===== src/rtl/ysyx_23060180_mem_arbiter_if.sv =====
// ---------------------------------------------------------------------------
// ysyx_23060180_mem_arbiter_if
// Bundles the fetch request/response channel, the load/store request/response
// channel and the shared memory port of the ysyx_23060180 memory arbiter.
//
// Signal summary:
//   ifu_req_valid/ifu_req_ready/ifu_addr        fetch request handshake
//   ifu_rsp_valid/ifu_rdata                     fetch response pulse + word
//   lsu_req_valid/lsu_req_ready/lsu_wen/
//   lsu_addr/lsu_wdata/lsu_wbit_en              load/store request handshake
//   lsu_rsp_valid/lsu_rdata                     load/store response pulse + word
//   mem_rd/mem_wr/mem_raddr/mem_wdata/
//   mem_wbit_en/mem_rdata                       synchronous memory port
//
// Modports:
//   slave  - the arbiter itself
//   master - the surrounding core + memory model that drives the arbiter
// ---------------------------------------------------------------------------
interface ysyx_23060180_mem_arbiter_if #(
  parameter int AW = 32,
  parameter int DW = 32
);
  logic          ifu_req_valid;
  logic          ifu_req_ready;
  logic [AW-1:0] ifu_addr;
  logic          ifu_rsp_valid;
  logic [DW-1:0] ifu_rdata;

  logic          lsu_req_valid;
  logic          lsu_req_ready;
  logic          lsu_wen;
  logic [AW-1:0] lsu_addr;
  logic [DW-1:0] lsu_wdata;
  logic [3:0]    lsu_wbit_en;
  logic          lsu_rsp_valid;
  logic [DW-1:0] lsu_rdata;

  logic          mem_rd;
  logic          mem_wr;
  logic [AW-1:0] mem_raddr;
  logic [DW-1:0] mem_wdata;
  logic [3:0]    mem_wbit_en;
  logic [DW-1:0] mem_rdata;

  modport slave (
    input  ifu_req_valid, ifu_addr,
    output ifu_req_ready, ifu_rsp_valid, ifu_rdata,
    input  lsu_req_valid, lsu_wen, lsu_addr, lsu_wdata, lsu_wbit_en,
    output lsu_req_ready, lsu_rsp_valid, lsu_rdata,
    output mem_rd, mem_wr, mem_raddr, mem_wdata, mem_wbit_en,
    input  mem_rdata
  );

  modport master (
    output ifu_req_valid, ifu_addr,
    input  ifu_req_ready, ifu_rsp_valid, ifu_rdata,
    output lsu_req_valid, lsu_wen, lsu_addr, lsu_wdata, lsu_wbit_en,
    input  lsu_req_ready, lsu_rsp_valid, lsu_rdata,
    input  mem_rd, mem_wr, mem_raddr, mem_wdata, mem_wbit_en,
    output mem_rdata
  );
endinterface


===== src/rtl/ysyx_23060180_mem_arbiter.sv =====
// ---------------------------------------------------------------------------
// ysyx_23060180_mem_arbiter
// Shares one synchronous memory port between instruction fetch (read only)
// and the load/store unit. Requests are accepted with valid/ready, arbitrated
// round-robin on ties, issued one at a time, and answered with a one-cycle
// response pulse on the requesting side.
//
// Ports:
//   clk      - clock
//   rstn_in  - asynchronous active-low reset
//   io_bus   - ysyx_23060180_mem_arbiter_if.slave: fetch channel, load/store
//              channel and memory port (see the interface file)
//
// Parameters:
//   AW, DW   - address / data width (must match the interface)
//   RD_LAT   - cycles from mem_rd high to mem_rdata valid, 1..4
// ---------------------------------------------------------------------------
module ysyx_23060180_mem_arbiter #(
  parameter int AW     = 32,
  parameter int DW     = 32,
  parameter int RD_LAT = 1
) (
  input  logic clk,
  input  logic rstn_in,
  ysyx_23060180_mem_arbiter_if.slave io_bus
);

  typedef enum logic [1:0] {
    S_IDLE  = 2'd0,
    S_ISSUE = 2'd1,
    S_WAIT  = 2'd2,
    S_RESP  = 2'd3
  } state_t;

  state_t        r_state;
  state_t        w_state_nxt;

  // r_last_grant / r_src encoding: 0 = IFU, 1 = LSU
  logic          r_last_grant;
  logic          r_src;
  logic          r_wen;
  logic [AW-1:0] r_addr;
  logic [DW-1:0] r_wdata;
  logic [3:0]    r_wbit_en;
  logic [2:0]    r_cnt;
  logic          r_ifu_rsp_valid;
  logic          r_lsu_rsp_valid;
  logic [DW-1:0] r_ifu_rdata;
  logic [DW-1:0] r_lsu_rdata;

  logic          w_grant_ifu;
  logic          w_grant_lsu;
  logic          w_idle;
  logic          w_hs;
  logic          w_issue;
  logic          w_capture;

  // On a tie the side that did not win last time gets the port; the reset
  // value of r_last_grant (IFU) therefore lets the LSU win the first tie.
  always_comb begin
    w_grant_lsu = io_bus.lsu_req_valid && (!io_bus.ifu_req_valid || !r_last_grant);
    w_grant_ifu = io_bus.ifu_req_valid && !w_grant_lsu;
  end

  assign w_idle    = (r_state == S_IDLE);
  assign w_hs      = w_idle && (w_grant_lsu || w_grant_ifu);
  assign w_issue   = (r_state == S_ISSUE);
  assign w_capture = (r_state == S_WAIT) && (r_cnt == 3'd1);

  // State register
  always_ff @(posedge clk or negedge rstn_in) begin
    if (!rstn_in) r_state <= S_IDLE;
    else          r_state <= w_state_nxt;
  end

  // Next-state logic
  always_comb begin
    w_state_nxt = r_state;
    case (r_state)
      S_IDLE:  if (w_hs) w_state_nxt = S_ISSUE;
      S_ISSUE: w_state_nxt = r_wen ? S_RESP : S_WAIT;
      S_WAIT:  if (r_cnt == 3'd1) w_state_nxt = S_RESP;
      S_RESP:  w_state_nxt = S_IDLE;
      default: w_state_nxt = S_IDLE;
    endcase
  end

  // Request latch at the handshake; IFU requests are always reads.
  always_ff @(posedge clk or negedge rstn_in) begin
    if (!rstn_in) begin
      r_last_grant <= 1'b0;
      r_src        <= 1'b0;
      r_wen        <= 1'b0;
      r_addr       <= '0;
      r_wdata      <= '0;
      r_wbit_en    <= '0;
    end else if (w_hs) begin
      r_last_grant <= w_grant_lsu;
      r_src        <= w_grant_lsu;
      r_wen        <= w_grant_lsu && io_bus.lsu_wen;
      r_addr       <= w_grant_lsu ? io_bus.lsu_addr    : io_bus.ifu_addr;
      r_wdata      <= w_grant_lsu ? io_bus.lsu_wdata   : '0;
      r_wbit_en    <= w_grant_lsu ? io_bus.lsu_wbit_en : 4'd0;
    end
  end

  // Read latency counter: loaded while issuing, reaches 1 in the cycle the
  // memory presents its data.
  always_ff @(posedge clk or negedge rstn_in) begin
    if (!rstn_in) begin
      r_cnt <= '0;
    end else if (w_issue) begin
      r_cnt <= 3'(RD_LAT);
    end else if (r_state == S_WAIT) begin
      r_cnt <= r_cnt - 3'd1;
    end
  end

  // Response registers: each side's data holds until its next response.
  always_ff @(posedge clk or negedge rstn_in) begin
    if (!rstn_in) begin
      r_ifu_rdata     <= '0;
      r_lsu_rdata     <= '0;
      r_ifu_rsp_valid <= 1'b0;
      r_lsu_rsp_valid <= 1'b0;
    end else begin
      if (w_capture) begin
        if (r_src) r_lsu_rdata <= io_bus.mem_rdata;
        else       r_ifu_rdata <= io_bus.mem_rdata;
      end
      r_ifu_rsp_valid <= (w_state_nxt == S_RESP) && !r_src;
      r_lsu_rsp_valid <= (w_state_nxt == S_RESP) &&  r_src;
    end
  end

  assign io_bus.ifu_req_ready = w_idle && w_grant_ifu;
  assign io_bus.lsu_req_ready = w_idle && w_grant_lsu;
  assign io_bus.ifu_rsp_valid = r_ifu_rsp_valid;
  assign io_bus.lsu_rsp_valid = r_lsu_rsp_valid;
  assign io_bus.ifu_rdata     = r_ifu_rdata;
  assign io_bus.lsu_rdata     = r_lsu_rdata;

  // Strobes and write payload are only driven during the issue cycle; the
  // address keeps the last latched value so it stays quiet between accesses.
  assign io_bus.mem_rd      = w_issue && !r_wen;
  assign io_bus.mem_wr      = w_issue &&  r_wen;
  assign io_bus.mem_raddr   = r_addr;
  assign io_bus.mem_wdata   = w_issue ? r_wdata   : '0;
  assign io_bus.mem_wbit_en = w_issue ? r_wbit_en : 4'd0;

endmodule

===== src/flat_wrapper.sv =====
// flat-port wrapper written by rule: the top's interface ports become plain ports
module ysyx_23060180_mem_arbiter_flat 
#(
  parameter int AW     = 32,
  parameter int DW     = 32,
  parameter int RD_LAT = 1
)
  (clk, rstn_in, io_bus_ifu_req_valid, io_bus_ifu_addr, io_bus_ifu_req_ready, io_bus_ifu_rsp_valid, io_bus_ifu_rdata, io_bus_lsu_req_valid, io_bus_lsu_wen, io_bus_lsu_addr, io_bus_lsu_wdata, io_bus_lsu_wbit_en, io_bus_lsu_req_ready, io_bus_lsu_rsp_valid, io_bus_lsu_rdata, io_bus_mem_rd, io_bus_mem_wr, io_bus_mem_raddr, io_bus_mem_wdata, io_bus_mem_wbit_en, io_bus_mem_rdata);
  ysyx_23060180_mem_arbiter_if #(.AW(AW), .DW(DW)) io_bus_i ();
  input  logic clk;
  input  logic rstn_in;
  input wire logic [$bits(io_bus_i.ifu_req_valid)-1:0] io_bus_ifu_req_valid;
  input wire logic [$bits(io_bus_i.ifu_addr)-1:0] io_bus_ifu_addr;
  output wire logic [$bits(io_bus_i.ifu_req_ready)-1:0] io_bus_ifu_req_ready;
  output wire logic [$bits(io_bus_i.ifu_rsp_valid)-1:0] io_bus_ifu_rsp_valid;
  output wire logic [$bits(io_bus_i.ifu_rdata)-1:0] io_bus_ifu_rdata;
  input wire logic [$bits(io_bus_i.lsu_req_valid)-1:0] io_bus_lsu_req_valid;
  input wire logic [$bits(io_bus_i.lsu_wen)-1:0] io_bus_lsu_wen;
  input wire logic [$bits(io_bus_i.lsu_addr)-1:0] io_bus_lsu_addr;
  input wire logic [$bits(io_bus_i.lsu_wdata)-1:0] io_bus_lsu_wdata;
  input wire logic [$bits(io_bus_i.lsu_wbit_en)-1:0] io_bus_lsu_wbit_en;
  output wire logic [$bits(io_bus_i.lsu_req_ready)-1:0] io_bus_lsu_req_ready;
  output wire logic [$bits(io_bus_i.lsu_rsp_valid)-1:0] io_bus_lsu_rsp_valid;
  output wire logic [$bits(io_bus_i.lsu_rdata)-1:0] io_bus_lsu_rdata;
  output wire logic [$bits(io_bus_i.mem_rd)-1:0] io_bus_mem_rd;
  output wire logic [$bits(io_bus_i.mem_wr)-1:0] io_bus_mem_wr;
  output wire logic [$bits(io_bus_i.mem_raddr)-1:0] io_bus_mem_raddr;
  output wire logic [$bits(io_bus_i.mem_wdata)-1:0] io_bus_mem_wdata;
  output wire logic [$bits(io_bus_i.mem_wbit_en)-1:0] io_bus_mem_wbit_en;
  input wire logic [$bits(io_bus_i.mem_rdata)-1:0] io_bus_mem_rdata;
  assign io_bus_i.ifu_req_valid = io_bus_ifu_req_valid;
  assign io_bus_i.ifu_addr = io_bus_ifu_addr;
  assign io_bus_ifu_req_ready = io_bus_i.ifu_req_ready;
  assign io_bus_ifu_rsp_valid = io_bus_i.ifu_rsp_valid;
  assign io_bus_ifu_rdata = io_bus_i.ifu_rdata;
  assign io_bus_i.lsu_req_valid = io_bus_lsu_req_valid;
  assign io_bus_i.lsu_wen = io_bus_lsu_wen;
  assign io_bus_i.lsu_addr = io_bus_lsu_addr;
  assign io_bus_i.lsu_wdata = io_bus_lsu_wdata;
  assign io_bus_i.lsu_wbit_en = io_bus_lsu_wbit_en;
  assign io_bus_lsu_req_ready = io_bus_i.lsu_req_ready;
  assign io_bus_lsu_rsp_valid = io_bus_i.lsu_rsp_valid;
  assign io_bus_lsu_rdata = io_bus_i.lsu_rdata;
  assign io_bus_mem_rd = io_bus_i.mem_rd;
  assign io_bus_mem_wr = io_bus_i.mem_wr;
  assign io_bus_mem_raddr = io_bus_i.mem_raddr;
  assign io_bus_mem_wdata = io_bus_i.mem_wdata;
  assign io_bus_mem_wbit_en = io_bus_i.mem_wbit_en;
  assign io_bus_i.mem_rdata = io_bus_mem_rdata;
  ysyx_23060180_mem_arbiter #(.AW(AW), .DW(DW), .RD_LAT(RD_LAT)) u_core (.clk(clk), .rstn_in(rstn_in), .io_bus(io_bus_i));
endmodule

===== config.mk =====
export PLATFORM = sky130hd
export DESIGN_NAME = ysyx_23060180_mem_arbiter_flat
export DESIGN_NICKNAME = d
export VERILOG_FILES = /design/src/rtl/ysyx_23060180_mem_arbiter_if.sv /design/src/rtl/ysyx_23060180_mem_arbiter.sv /design/src/flat_wrapper.sv
export SDC_FILE = /design/constraint.sdc
export NUM_CORES = 1
export LEC_CHECK = 0
export ABC_CLOCK_PERIOD_IN_PS = 2200
export BUFFER_PORTS_ARGS = -buffer_cell sky130_fd_sc_hd__buf_4
export CORE_MARGIN = 8
export CORE_UTILIZATION = 47
export DETAILED_ROUTE_END_ITERATION = 8
export PLACE_DENSITY = 0.91
export SLEW_MARGIN = 30
export SYNTH_ARGS = -nofsm -noshare
export SYNTH_HDL_FRONTEND = slang
export SYNTH_SLANG_ARGS = --single-unit

===== constraint.sdc =====
create_clock -name clk -period 2.2 [get_ports clk]
set_input_delay 0.44 -clock clk [delete_from_list [all_inputs] [get_ports clk]]
set_output_delay 0.44 -clock clk [all_outputs]
set_load 0.05 [all_outputs]

* Word level (Yosys, flattened, before mapping)
Cells that the tools add are included.
Storage, ports and cells: flip-flop bits (word level) 141, output and inout port bits 138, word-level logic and storage cells 50
Operators by class: add/sub/neg operators 1, equality and inequality tests 5, mux-type cells 11, bitwise logic cells 1, reductions and logical operators 21
Operator list (count):
- 2-to-1 mux 32 bit | 3
- logical AND 1 bit | 11
- 2-to-1 mux 4 bit | 2
- one-hot mux 2 bit (4 select lines) | 1
- == test 2 bit (second input constant) | 3
- 2-to-1 mux 3 bit | 2
- logical NOT 1 bit | 4
- 2-to-1 mux 2 bit | 2
- AND reduction 2 bit | 2
- == test 3 x 1 -> 1 bit (second input constant) | 1
- subtractor 3 x 1 -> 3 bit (second input constant) | 1
- == test 2 x 1 -> 1 bit (second input constant) | 1
- logical NOT 2 bit | 1
- logical OR 1 bit | 2
- nonzero test 2 bit | 1
- 2-to-1 mux 1 bit | 1
- inverter 1 bit | 1

* Logic depth before layout (Yosys ltp)
word-level depth 11, gate-level depth with buffers 8

* Worst setup path before layout
Ideal clock, no wire load.
path type reg2out, from register u_core.r_state[1], to output io_bus_mem_rd, data arrival time 1.603 ns, data required time 1.760 ns, path slack 0.157 ns, cell stages (with the launch flop) 5, buffers on the path 1, cells stage by stage dfrtp_1 > inv_1 > ha_1 > clkbuf_1 > nor2b_1
Between the ends: longest elaborated chain between the ends 2
Ends and longest elaborated chain:
- from (decl) | RTL line ysyx_23060180_mem_arbiter.sv:35 | state_t r_state;
- from (signal assigned) | RTL line ysyx_23060180_mem_arbiter.sv:73 | else r_state <= w_state_nxt;
- == test 2 x 1 -> 1 bit | RTL line ysyx_23060180_mem_arbiter.sv:67 | assign w_issue = (r_state == S_ISSUE);
- logical AND 1 bit | RTL line ysyx_23060180_mem_arbiter.sv:145 | assign io_bus.mem_rd = w_issue && !r_wen;
- to (decl) | RTL line flat_wrapper.sv:25 | output wire logic [$bits(io_bus_i.mem_rd)-1:0] io_bus_mem_rd;
No other way between the ends.

* Worst setup path after layout
from register u_core.r_state[1], to output io_bus_mem_wbit_en[0]
Between the ends: longest elaborated chain between the ends 2
Ends and longest elaborated chain:
- == test 2 x 1 -> 1 bit | RTL line ysyx_23060180_mem_arbiter.sv:67
- 2-to-1 mux 4 bit | RTL line ysyx_23060180_mem_arbiter.sv:149 | assign io_bus.mem_wbit_en = w_issue ? r_wbit_en : 4'd0;
- to (decl) | RTL line flat_wrapper.sv:29 | output wire logic [$bits(io_bus_i.mem_wbit_en)-1:0] io_bus_mem_wbit_en;
No other way between the ends.

==> impl_results.md <==
* Leak at approximately 4.3 nW
* Synth Instances at 477
* Clock Path Buffers at 2
* Largest area contributor in the netlist: dfrtp_1
* Die extent in y at 127 um
* Crit path max fanout at 42
* Worst R2R Start: u_core.r_cnt[1]
* Largest net degree at the start of global routing at 60
* Die X at 127 um
* Fill count at 806
* Final wirelength at between 15000 and 20000 um
* Total gr overflow at 0
* Skew final at 0.00673 ns
* CP Cell Sequence: inv_1, ha_1, buf_8, and2_1, buf_4
* Top post-synthesis cells by count: dfrtp_1 (141), a21oi_1 (67), mux2_2 (64)
* Worst slew margin at 0.469
* Final non-filler cell total at between 900 and 1000
* Vias in the first global route at between 5000 and 6000
* Layout cells sized above 1 at 0.508
* Hold endpoint: u_core.r_wbit_en[0]
* Final slew viol count at 0
* Routed vias at ~5000
* Area growth, synth to finish at 48.9%
* Rows at 40
* I/O pins at 275
* Most common cell in the netlist: dfrtp_1
* Effective utilization at floorplan at 0.483
* Setup TNS at 0 ns
* Synth warn at 0
* Hold path depth at 2
* Nets at 891
* Clk root buf: clkbuf_16
* Register area share after synthesis at 0.605
* Crit-path slowest cell: dfrtp_1
* Reg clk slew, reported paths at roughly 0.06 ns
* Fin. Hold Viols at 0
* WP depth at 5
* Avg Cell Area, Syn at between 10 and 15 um^2
* CP top delay family: buffers and inverters
* First DRT Iteration DRCs at 300
* Hold Crit Class: in2reg
* Drc violations at 0
* Final Wtd Congestion at 0.810
* Hold Slack at about 0.26 ns
* Peak supply drop at 0.871 mV
* Reg2Reg Capture Point: u_core.io_bus.ifu_rdata[2]
* Die area at 0.0162 mm^2
* CP Launch Type: register
* Place WS at 0.314 ns
* Fin crit period at around 2.1 ns
* First-pass GRT wire length at 27300 um
* Placed Cells at 897
* Worst EP required at 1.76 ns
* RSZ-0062 raised after global routing: no
* I/O Buffers at 274
* Crit path kind: reg2out
* Clock latency on the worst-skew pair at 0.41 ns
* Sink Count at 141
* Routed Antenna Nets at 0
* Crit end category: output pin
* DRT Pass-1 Iters at 5
* Async set or reset register ratio after synthesis at 1.00
* Post-Syn Nets at 619
* Status: complete, no violations
* Pwr dens at 1840 mW/mm^2
* CP bufs+invs at 3
* Total track usage at 0.215
* Routed WL per cell at 19.0 um
* CTS tree: built
* Post-DP HPWL at 13300 um
* R2R setup slack at ~0.45 ns
* H-tree depth at 4
* Final setup fails at 0
* Fmax at between 400 and 500 MHz
* EDFF count, synth at 0
* Core Area at between 0.01 and 0.015 mm^2
* MaxCap Viol Count at 0
* Area of the mapped netlist at 0.00583 mm^2
* Crit-path max cell delay at 0.38 ns
* Data arrival, critical path at 1.65 ns
* Hold_sp: io_bus_lsu_wbit_en[0]
* CTS buffer count at 17
* Predominant post-synthesis flop cell: dfrtp_1
* Post-route setup slack at 0.111 ns
* R2R depth at 6
* Flop and latch count out of synthesis at roughly 140
* Cell variety after synth at 29
* Post-synth top area share at 0.605
* Vias per inst at 5.24
* Area contributors post-synth: dfrtp_1 (61%), mux2_2 (12%), a21oi_1 (5.8%)
* Initial antenna violation count at 0
* Antenna cells at 0
* Crit share post-route at 0.950
* Postcts setup bufs at 0
* Slew @ Worst Pin at 0.794 ns
## worst register-to-register path: stages (launching register included)
cell and delay [ns]:
dfrtp_1 0.36, inv_1 0.10, ha_1 0.24, nand2b_4 0.08
nor3b_4 0.23, buf_12 0.24, mux2_2 0.39
## report_power, final
part           total [W]  switching (W)  internal, W
clock network    0.00290        0.00109      0.00182
registers        0.00455       0.000735      0.00382
logic            0.00849        0.00566      0.00283
## flip-flops by register name, summed over array words and instances, names as in the netlist
name and count:
u_core.io_bus.ifu_rdata 32, u_core.r_wen 1, u_core.r_cnt 3, u_core.io_bus.lsu_rsp_valid 1, u_core.r_wdata 32, u_core.io_bus.mem_raddr 32, u_core.io_bus.lsu_rdata 32, u_core.r_state 2
u_core.r_src 1, u_core.io_bus.ifu_rsp_valid 1, u_core.r_wbit_en 4
## metal layers
| layer | GRT usage | wire length (um) | vias to the layer above | part of all wire |
|---|---|---|---|---|
| met4 | 0.101 | 443 | 0 | 0.025 |
| li1 | - | - | 2211 | - |
| met3 | 0.0919 | 1770 | 30 | 0.10 |
| met1 | 0.224 | 6660 | 2383 | 0.38 |
| met5 | 0 | 0 | - | 0 |
| met2 | 0.368 | 8820 | 248 | 0.50 |
## layout make-up
type,instances,area (um^2),area share
Timing Repair Buffer,286,2200,0.253
Inverter,4,15.0,0.00173
Tap cell,168,210,0.0242
Multi-Input combinational cell,299,2120,0.244
Clock buffer,19,443,0.0510
Sequential cell,141,3530,0.406
Clock inverter,13,165,0.0190
## cell usage in the layout, fill, tap and decap left out, types with 4 or more instances in the layout
cell / count
a21oi_1: 66
a22o_1: 37
and2_1: 37
buf_4: 280
clkbuf_16: 17
clkinvlp_4: 4
dfrtp_1: 141
ha_1: 4
inv_1: 4
mux2_2: 64
nand2_1: 35
nor2_1: 33
## logic make-up (layout without fill, tap and decap cells)
family          after synthesis  count (layout)  share of synthesized area
fa+ha+maj                     5               5                     0.0107
simple gates                115             115                      0.100
flops                       141             141                      0.605
buf+inv                      37             322                     0.0331
mux                          64              64                      0.124
compound gates              115             115                      0.127
## through the flow
step | total power [W] | cell area, um^2 | util
finish | 0.0159 | 8680 | 0.720
global route | 0.0167 | 8680 | 0.720
CTS | 0.0160 | 8670 | 0.719
detailed placement | 0.0131 | 8050 | 0.668
global placement | 0.0128 | 8050 | 0.668
floorplan | 0.0103 | 5830 | -
## worst max path at each step
stage                          from                          end  slack, ns
3_3_place_gp   io_bus_ifu_req_valid  u_core.io_bus.mem_raddr[22]       0.40
5_1_grt           u_core.r_state[1]                io_bus_mem_rd      0.002
3_5_place_dp   io_bus_ifu_req_valid   u_core.io_bus.mem_raddr[8]       0.31
6_report          u_core.r_state[1]        io_bus_mem_wbit_en[0]       0.11
2_1_floorplan     u_core.r_state[1]                io_bus_mem_rd       0.16
4_1_cts           u_core.r_state[1]        io_bus_mem_wbit_en[0]       0.02
## what timing repair did
item / 4_1_cts / 5_1_grt
endpoints found under the hold margin: 1 / 0
hold buffers: 1 / 0
gates resized for setup: 1 / 2
endpoints found under the setup margin: 1 / 38
pin swaps: 0 / 0
gates cloned: 0 / 0
No activity file was read; power rests on OpenSTA's default activity.
